--- config.mk ---
export PLATFORM = sky130hd
export DESIGN_NAME = nn_result_spi
export DESIGN_NICKNAME = d
export VERILOG_FILES = /design/src/rtl/nn_result_spi.sv
export SDC_FILE = /design/constraint.sdc
export NUM_CORES = 1
export LEC_CHECK = 0
export BUFFER_PORTS_ARGS = -buffer_cell sky130_fd_sc_hd__buf_4
export CAP_MARGIN = 5
export CORE_ASPECT_RATIO = 0.6
export CORE_MARGIN = 2
export CORE_UTILIZATION = 45
export CTS_CLUSTER_DIAMETER = 30
export DETAILED_ROUTE_END_ITERATION = 12
export GPL_ROUTABILITY_DRIVEN = 0
export PLACE_DENSITY_LB_ADDON = 0.25
export SETUP_SLACK_MARGIN = 0.1
export SLEW_MARGIN = 20
export SYNTH_ARGS = -nofsm -noshare
export SYNTH_HDL_FRONTEND = slang
export SYNTH_SLANG_ARGS = --single-unit
--- constraint.sdc ---
create_clock -name clk -period 6.28 [get_ports clk]
set_input_delay 0.628 -clock clk [delete_from_list [all_inputs] [get_ports clk]]
set_output_delay 0.628 -clock clk [all_outputs]
set_load 0.02 [all_outputs]
--- src/rtl/nn_result_spi.sv ---
// nn_result_spi: latches the NN core's one-hot classification on each rising
// edge of done, encodes it to a digit plus error flag, and serves the result
// to an MCU as an SPI mode-0 slave frame (16 bits, MSB first).
// Optional feature macro: NN_RESULT_PARITY_EN -- appends an even-parity bit
// over the 16 frame bits, making the frame 17 bits long.
module nn_result_spi #(
   parameter int unsigned NUM_CLASSES = 10,
   parameter int unsigned SYNC_STAGES = 2
) (
   input  logic                   clk,
   input  logic                   reset,
   input  logic [0:NUM_CLASSES-1] classification,
   input  logic                   done,
   input  logic                   sck,
   input  logic                   ss_n,
   output logic                   sdo,
   output logic                   ready,
   output logic [3:0]             digit
);

`ifdef NN_RESULT_PARITY_EN
   localparam int unsigned FRAME_LEN = 17;
`else
   localparam int unsigned FRAME_LEN = 16;
`endif
   localparam int unsigned CNT_W = 5;

   typedef enum logic [1:0] {
      ST_IDLE,
      ST_HOLD,
      ST_SHIFT
   } state_t;

   state_t                 r_state;
   state_t                 w_state_nxt;

   logic                   r_done_d;
   logic [SYNC_STAGES-1:0] r_sck_sync;
   logic [SYNC_STAGES-1:0] r_ss_sync;
   logic                   r_sck_prev;
   logic                   r_ss_prev;

   logic [15:0]            r_frame;
   logic [3:0]             r_digit;
   logic [FRAME_LEN-1:0]   r_shift;
   logic [CNT_W-1:0]       r_cnt;

   logic                   w_sck_s;
   logic                   w_ss_s;
   logic                   w_sck_rise;
   logic                   w_sck_fall;
   logic                   w_ss_rise;
   logic                   w_ss_fall;
   logic                   w_done_rise;
   logic                   w_latch;
   logic                   w_cnt_full;
   logic                   w_ready;

   logic [3:0]             w_ones;
   logic [3:0]             w_lowest;
   logic                   w_err;
   logic [15:0]            w_frame;
   logic [FRAME_LEN-1:0]   w_load_new;
   logic [FRAME_LEN-1:0]   w_load_old;

   // Synchronized SPI pins and their edge events; done is already in clk domain
   assign w_sck_s     = r_sck_sync[SYNC_STAGES-1];
   assign w_ss_s      = r_ss_sync[SYNC_STAGES-1];
   assign w_sck_rise  = w_sck_s & ~r_sck_prev;
   assign w_sck_fall  = ~w_sck_s & r_sck_prev;
   assign w_ss_rise   = w_ss_s & ~r_ss_prev;
   assign w_ss_fall   = ~w_ss_s & r_ss_prev;
   assign w_done_rise = done & ~r_done_d;
   assign w_latch     = w_done_rise && (r_state != ST_SHIFT);
   assign w_cnt_full  = (r_cnt == CNT_W'(FRAME_LEN));

   // Encode: count set bits and find the lowest set index (descending scan, last hit wins)
   always_comb begin
      w_ones   = '0;
      w_lowest = 4'hF;
      for (int unsigned i = NUM_CLASSES; i > 0; i--) begin
         if (classification[i-1]) begin
            w_lowest = 4'(i - 1);
            w_ones   = w_ones + 4'd1;
         end
      end
      w_err   = (w_ones != 4'd1);
      w_frame = {1'b1, w_err, w_lowest, classification};
   end

`ifdef NN_RESULT_PARITY_EN
   assign w_load_new = {w_frame, ^w_frame};
   assign w_load_old = {r_frame, ^r_frame};
`else
   assign w_load_new = w_frame;
   assign w_load_old = r_frame;
`endif

   // Pin synchronizers, edge-detect history and done history
   always_ff @(posedge clk or negedge reset) begin
      if (!reset) begin
         r_sck_sync <= '0;
         r_ss_sync  <= '1;
         r_sck_prev <= 1'b0;
         r_ss_prev  <= 1'b1;
         r_done_d   <= 1'b0;
      end else begin
         r_sck_sync <= {r_sck_sync[SYNC_STAGES-2:0], sck};
         r_ss_sync  <= {r_ss_sync[SYNC_STAGES-2:0], ss_n};
         r_sck_prev <= w_sck_s;
         r_ss_prev  <= w_ss_s;
         r_done_d   <= done;
      end
   end

   // FSM state register
   always_ff @(posedge clk or negedge reset) begin
      if (!reset) begin
         r_state <= ST_IDLE;
      end else begin
         r_state <= w_state_nxt;
      end
   end

   // FSM next state and ready output
   always_comb begin
      w_state_nxt = r_state;
      w_ready     = 1'b0;
      unique case (r_state)
         ST_IDLE: begin
            if (w_latch) begin
               w_state_nxt = ST_HOLD;
            end
         end
         ST_HOLD: begin
            w_ready = 1'b1;
            if (w_ss_fall) begin
               w_state_nxt = ST_SHIFT;
            end
         end
         ST_SHIFT: begin
            w_ready = 1'b1;
            if (w_ss_rise) begin
               w_state_nxt = w_cnt_full ? ST_IDLE : ST_HOLD;
            end
         end
         default: begin
            w_state_nxt = ST_IDLE;
         end
      endcase
   end

   // Latched result and display digit, updated only on an accepted done edge
   always_ff @(posedge clk or negedge reset) begin
      if (!reset) begin
         r_frame <= '0;
         r_digit <= '0;
      end else if (w_latch) begin
         r_frame <= w_frame;
         r_digit <= w_lowest;
      end
   end

   // Shift register: preload on latch, shift on sck fall, reload on aborted read.
   // A completed read clears it so a later unsolicited read shifts out zeros.
   always_ff @(posedge clk or negedge reset) begin
      if (!reset) begin
         r_shift <= '0;
      end else if (w_latch) begin
         r_shift <= w_load_new;
      end else if (r_state == ST_SHIFT) begin
         if (w_ss_rise) begin
            r_shift <= w_cnt_full ? '0 : w_load_old;
         end else if (w_sck_fall) begin
            r_shift <= {r_shift[FRAME_LEN-2:0], 1'b0};
         end
      end
   end

   // Bit counter: held at zero outside SHIFT, saturates at FRAME_LEN
   always_ff @(posedge clk or negedge reset) begin
      if (!reset) begin
         r_cnt <= '0;
      end else if (r_state != ST_SHIFT) begin
         r_cnt <= '0;
      end else if (w_sck_rise && !w_cnt_full) begin
         r_cnt <= r_cnt + CNT_W'(1);
      end
   end

   assign sdo   = ~w_ss_s & r_shift[FRAME_LEN-1];
   assign ready = w_ready;
   assign digit = r_digit;

endmodule
==> results.md, run 1 <==
* Status: finished, final reports clean
* Clock Latency Late Sink at 310 ps
* Post-CTS Setup Bufs at 0
* Adder-Cell Fraction of Synth Area at 6.26%
* Via count at 2,368
* Mux cell area share after synthesis at 5.09%
* Largest family of logic cells by synthesized area: simple AND/OR/NAND/NOR gates
* Sw Pwr at 408 uW
* Worst r2r src: r_state[0]
* Fill cell count at 609
* Ys flop type: dfrtp_1
* Root Driver: clkbuf_8
* Worst R2R Path Depth at 5
* Largest net degree at the start of global routing at 47
* Synth Register Bits at 46
* Share of cells above drive strength 1 at 15.0%
* Max Slew Vio Count at 0
* IO Count at 21
* Worst Tran Pin Value at 846 ps
* Fin cells at 430
* Class of the worst hold path: in -> async
* Flop pwr share at 39.0%
* Ant. Diodes at 0
* Max Cap Violations at 0
* Global route total overflow at 0
* Number of buffers created by CTS at 5
* Count of different cell masters after synthesis at 48
* Tot Pwr at 1.09 mW
* NumNets Final at 375
* Post-layout minimum cycle time at 5240 ps
* Post-route DRC at 0
* WP data required at 6460 ps
* Post-CTS Hold Fix Bufs at 0
* Placed Cells at 422
* Core area at 6280 um2
* Placed cell area at 3150 um2
* Final ANT Viol Nets at 0
* Initial Util at 47.8%
* CP arrival at 5420 ps
* DRT Pass-1 Iters at 5
* Crit Reg-Reg Endpoint: r_shift[4]
* Fin crit share at 83.4%
* Final Hold Fails at 0
* Vias in the first global route at 2,264
* Die height at 67.3 um
* Post-synthesis net count at 372
* Post-cts resize count at 0
* Complex-gate fraction of the synthesized area at 11.9%
* IO buf count at 20
* Worst Skew at 9.07 ps
* Clock Sinks at 46
* Avg Cell Area, Syn at 8.77 um2
* Initial DRC count at 126
* Post-route cell area at 3250 um2
* Initial antenna violation count at 0
* CP Max Fanout at 5
* Syn Inst Count at 342
* Clock power frac at 17.6%
* Highest Clock Rate at 191 MHz
* Minimum hold slack at 317 ps
* Netlist Area Pre-Place at 3000 um2
* Endpoints failing setup at 0
* Post-synthesis sequential area ratio at 38.5%
* Via/cell ratio at 5.51
* Bufs on Longest Clock Path at 2
* Pleak at 1.52 nW
* Max-Slew Margin vs Limit at 43.3%
* Power Internal at 686 uW
* Simple-gate share of the synthesized area at 24.1%
* RSZ-0062 raised after global routing: no
* Placement Setup Slack at 787 ps
* Final TNS setup at 0 ps
* Startpoint types: primary input
* Final worst slack at 1040 ps
* Yosys Warn Count at 0
* Wirelength, routed at 6410 um
* Clock tree from TritonCTS: done
* Synth Area in XOR/XNOR at 8.92%
* Internal reg-to-reg setup slack at 3450 ps
* Die area at 7360 um2
* Critical Path Sink Type: flip-flop
* VDD IR max at 0.000174 V
* Pwr Density at 337 nW/um2
* First-pass GRT wire length at 11,100 um
* Die width at 109 um
* Setup CP Type: in -> reg
* Mean routed wirelength per cell at 14.9 um
* # rows at 22
* Comb power frac at 43.4%
* Final Util at 51.8%
* CTS H-tree depth at 2
* Area delta synth->final at 8.34%
* Gr usage total at 19.6%
* Sw frac at 37.3%
* Asr flop ratio synth at 100%
* Placed wire-length estimate at 4500 um
* Clk slew on worst S/H paths at 80 ps
* Number of synthesized flops with an enable pin at 0
-- cells by family (layout without fill, tap and decap cells) --
kind of cell | after synthesis | in the layout
xor gates and xnor gates | 22 | 22
AOI/OAI and AO/OA | 60 | 60
DFF | 46 | 46
buffers and inverters | 36 | 40
adders and majority gates | 15 | 15
and+or+nand+nor | 149 | 149
muxes | 14 | 14
-- critical path: stages --
cell and delay [ps]:
buf_4 90, inv_1 40, ha_1 340, xnor2_1 210, inv_1 60, ha_1 310, nand2_1 70, o31ai_1 60
ha_1 280, nor2b_1 230, nor2_1 70, ha_1 310, nand2_1 80, o31ai_1 70, ha_1 280, nand2_1 90
o211ai_1 140, ha_1 320, nor2b_1 40, a31o_2 210, o21ai_2 90, ha_1 290, mux2_2 270, ha_1 210
mux2i_1 130, nand4_1 110, a31oi_1 260, a31oi_1 110
-- registers in the layout, indices dropped and copies added, names as in the netlist, 2 cells and up --
register and flops:
r_frame 16, r_sck_sync 2, r_shift 16, r_ss_sync 2, r_cnt 5, r_state 2
-- power by group through the flow --
stage / Sequential (mW) / Combinational, mW / Clock (mW)
final: 0.427 / 0.475 / 0.192
after global routing: 0.437 / 0.540 / 0.212
after CTS: 0.426 / 0.476 / 0.197
after detailed placement: 0.432 / 0.475 / 0
after global placement: 0.429 / 0.457 / 0
after floorplan: 0.418 / 0.378 / 0
-- layout by cell type, fill, tap and decap left out, types with 2 or more instances in the layout --
cell      instances
ha_1             15
nand3_1          10
o31ai_1           4
dfstp_2           3
nand3b_1          2
nand2_1          69
or3_1             2
a31oi_1           9
inv_1            11
mux2_2           10
nand4_1           7
mux2i_1           4
xnor3_2           2
nor3_1            4
nor2b_1           5
o21a_1            2
and3_1            9
xor2_1            3
xnor2_1          13
xnor2_2           2
buf_4            21
and2_1            8
dfrtp_1          43
nor3b_1           2
nor2_1           17
clkbuf_8          6
o21ai_0          18
nand2b_1          5
a21oi_1          18
-- cell type report --
type,instances,area [um2],area share (%)
multi-input combinational,260,1700,52.2
sequential,46,1150,35.5
timing repair buffer,21,158,4.85
tap,84,105,3.23
clock buffer,6,82.6,2.54
inverter,11,41.3,1.27
clock inverter,2,12.5,0.385
-- layer usage --
| metal | wire length, um | GRT usage, % | up-vias |
|---|---|---|---|
| li1 | - | - | 1177 |
| met1 | 3460 | 29.4 | 1123 |
| met2 | 2570 | 27.9 | 58 |
| met3 | 311 | 5.02 | 10 |
| met4 | 62 | 4.91 | 0 |
| met5 | 0 | 0 | - |
-- worst max-delay path by stage --
| stage | end | slack, ps | cells past startpoint | startpoint |
|---|---|---|---|---|
| 2_1_floorplan | r_frame[14] | 1290 | 27 | classification[9] |
| 3_3_place_gp | r_frame[14] | 1010 | 28 | classification[9] |
| 3_5_place_dp | r_shift[14] | 790 | 28 | classification[9] |
| 4_1_cts | r_shift[14] | 1120 | 28 | classification[9] |
| 5_1_grt | r_frame[14] | 690 | 28 | classification[9] |
| 6_report | r_frame[14] | 1040 | 28 | classification[9] |
-- synth_stat cells, types with 2 or more instances --
master / instances / share of area, %
nand4_1: 7 / 1.5
nor2b_1: 6 / 1.3
xnor3_2: 2 / 1.6
and3_1: 9 / 1.9
inv_1: 11 / 1.4
o21a_1: 2 / 0.50
a21oi_1: 18 / 3.0
buf_4: 5 / 1.3
dfstp_2: 3 / 2.6
xor2_1: 3 / 0.88
nor3_1: 4 / 0.67
ha_1: 15 / 6.3
xnor2_2: 2 / 1.1
dfrtp_1: 43 / 36
mux2_2: 10 / 3.8
nor3b_1: 3 / 0.75
xnor2_1: 13 / 3.8
o21ai_0: 18 / 3.0
nor2_1: 17 / 2.1
buf_2: 2 / 0.33
and2_1: 8 / 1.7
o31ai_1: 4 / 1.0
nand3_1: 10 / 1.7
clkbuf_1: 18 / 2.3
nand2b_1: 5 / 1.0
or3_1: 2 / 0.42
nand3b_1: 2 / 0.50
nand2_1: 69 / 8.6
a31oi_1: 9 / 1.9
mux2i_1: 4 / 1.3
Note: power is estimated with default switching activity, not from simulation.
==> run 2, diff against run 1 <==
clock period = 5 ns   (was 6.28 ns; I/O delays follow)
==> results.md, run 2 (same netlist as run 1, synthesis figures left out) <==
* Placement Setup Slack at -109 ps (was 787 ps)
* Commonest non-fill, non-tap cells in the layout: nand2_1 (69), dfrtp_1 (43), buf_4 (30), a21oi_1 (18), o21ai_0 (18) (was nand2_1 (69), dfrtp_1 (43), buf_4 (21), a21oi_1 (18), o21ai_0 (18))
* Clock tree from TritonCTS: done (unchanged)
* CTS H-tree depth at 2 (unchanged)
* Post-route cell area at 3360 um2 (was 3250 um2)
* Post-CTS Setup Bufs at 0 (unchanged)
* Worst Tran Pin Value at 892 ps (was 846 ps)
* NumNets Final at 384 (was 375)
* Initial Util at 47.8% (unchanged)
* Post-CTS Hold Fix Bufs at 0 (unchanged)
* Core area at 6280 um2 (unchanged)
* Root Driver: clkbuf_8 (unchanged)
* Routed wl met2 at 2600 um (was 2570 um)
* VDD IR max at 0.000221 V (was 0.000174 V)
* Minimum hold slack at 182 ps (was 317 ps)
* Post-route DRC at 0 (unchanged)
* Fin cells at 439 (was 430)
* Die area at 7360 um2 (unchanged)
* Die height at 67.3 um (unchanged)
* IO buf count at 20 (unchanged)
* Post-layout minimum cycle time at 4690 ps
* Leading cell type in the layout, fill and taps excluded: nand2_1 (unchanged)
* CP Max Fanout at 3 (was 5)
* Class of the worst hold path: in -> async (unchanged)
* Number of buffers created by CTS at 5 (unchanged)
* WP data required at 5230 ps (was 6460 ps)
* Gr usage total at 19.3% (was 19.6%)
* Bufs on Longest Clock Path at 2 (unchanged)
* Max Slew Vio Count at 0 (unchanged)
* Worst Skew at 8.26 ps (was 9.07 ps)
* Placed Cells at 431 (was 422)
* Max Cap Violations at 0 (unchanged)
* Area delta synth->final at 12.0% (was 8.34%)
* Fin crit share at 93.7%
* Clock Sinks at 46 (unchanged)
* # rows at 22 (unchanged)
* Clock Latency Late Sink at 310 ps (about the same)
* CP arrival at 4920 ps (was 5420 ps)
* Clk slew on worst S/H paths at 90 ps (was 80 ps)
* Vias in the first global route at 2,246 (was 2,264)
* Share of cells above drive strength 1 at 18.6% (was 15.0%)
* Wirelength, routed at 6420 um (was 6410 um)
* Final ANT Viol Nets at 0 (unchanged)
* Top Layer Used: met4 (unchanged)
* Pleak at 1.57 nW (was 1.52 nW)
* Final Util at 53.5% (was 51.8%)
* Global route total overflow at 0 (unchanged)
* Initial antenna violation count at 0 (unchanged)
* IO Count at 21 (unchanged)
* Die width at 109 um (unchanged)
* Post-cts resize count at 0 (unchanged)
* Largest net degree at the start of global routing at 47 (unchanged)
* Max-Slew Margin vs Limit at 40.2% (was 43.3%)
* Pwr Density at 418 nW/um2 (was 337 nW/um2)
* Top flop regs: r_frame (16), r_shift (16), r_cnt (5) (unchanged)
* DRT Pass-1 Iters at 4 (was 5)
* Initial DRC count at 190 (was 126)
* Fill cell count at 587 (was 609)
* Placed cell area at 3220 um2 (was 3150 um2)
* Highest Clock Rate at 213 MHz
* Startpoint types: primary input (unchanged)
* Worst R2R Path Depth at 5 (unchanged)
* Mean routed wirelength per cell at 14.6 um (was 14.9 um)
* Placed wire-length estimate at 4400 um (was 4500 um)
* Final worst slack at 314 ps (was 1040 ps)
* Endpoints failing setup at 0 (unchanged)
* Setup CP Type: in -> reg (unchanged)
* Ant. Diodes at 0 (unchanged)
* Final TNS setup at 0 ps (unchanged)
* Tot Pwr at 1.41 mW (was 1.09 mW)
* Final Hold Fails at 0 (unchanged)
* Met1 Wirelength at 3430 um (was 3460 um)
* First-pass GRT wire length at 11,000 um (was 11,100 um)
* RSZ-0062 raised after global routing: no (unchanged)
* Met3 wire length at 322 um (was 311 um)
* Status: finished, final reports clean (unchanged)
* Via/cell ratio at 5.37 (was 5.51)
* Critical Path Sink Type: flip-flop (unchanged)
* Via count at 2,358 (was 2,368)
[run 2: metal layers]
metal / vias up / global-route usage, %
met5: - / 0
met4: 0 / 5.70
met3: 8 / 4.25
met2: 47 / 26.3
met1: 1112 / 30.1
li1: 1191 / -
[run 2: worst max-delay path, cell delays in order]
cell,delay (ps)
buf_4,90
inv_1,60
ha_4,160
and2_1,170
nor2_1,220
ha_4,250
nand2_1,50
o31ai_1,60
ha_1,320
nor2b_2,130
nor2_1,50
ha_1,280
nand2_1,70
o31ai_1,60
ha_1,270
nand2_1,80
o211ai_1,110
ha_1,290
nor2b_1,40
a31o_2,210
o21ai_2,70
ha_1,260
mux2_2,270
ha_1,270
nor2b_1,40
o31ai_1,310
a31oi_2,90
a31oi_1,140
[run 2: report_power, final]
group	switching [mW]	internal, mW
logic	0.330	0.298
clock network	0.129	0.111
registers	0.0595	0.478
total	0.518	0.887
[run 2: final timing paths]
check	slack [ps]	startpoint	endpoint
worst min register to register	360	r_ss_sync[0]	r_ss_sync[1]
worst max-delay path	310	classification[9]	r_shift[14]
min in group clk	290	ss_n	r_ss_sync[0]
worst min-delay path	180	reset	r_frame[2]
max in group asynchronous	4430	reset	r_frame[13]
worst max register to register	2120	r_state[0]	r_shift[1]
[run 2: layout make-up]
class,count,area [um2],share of cell area (%)
Multi-Input combinational cell,260,1740,51.7
Sequential cell,46,1150,34.4
Timing Repair Buffer,30,225,6.70
Tap cell,84,105,3.13
Clock buffer,6,82.6,2.46
Inverter,11,41.3,1.23
Clock inverter,2,12.5,0.372
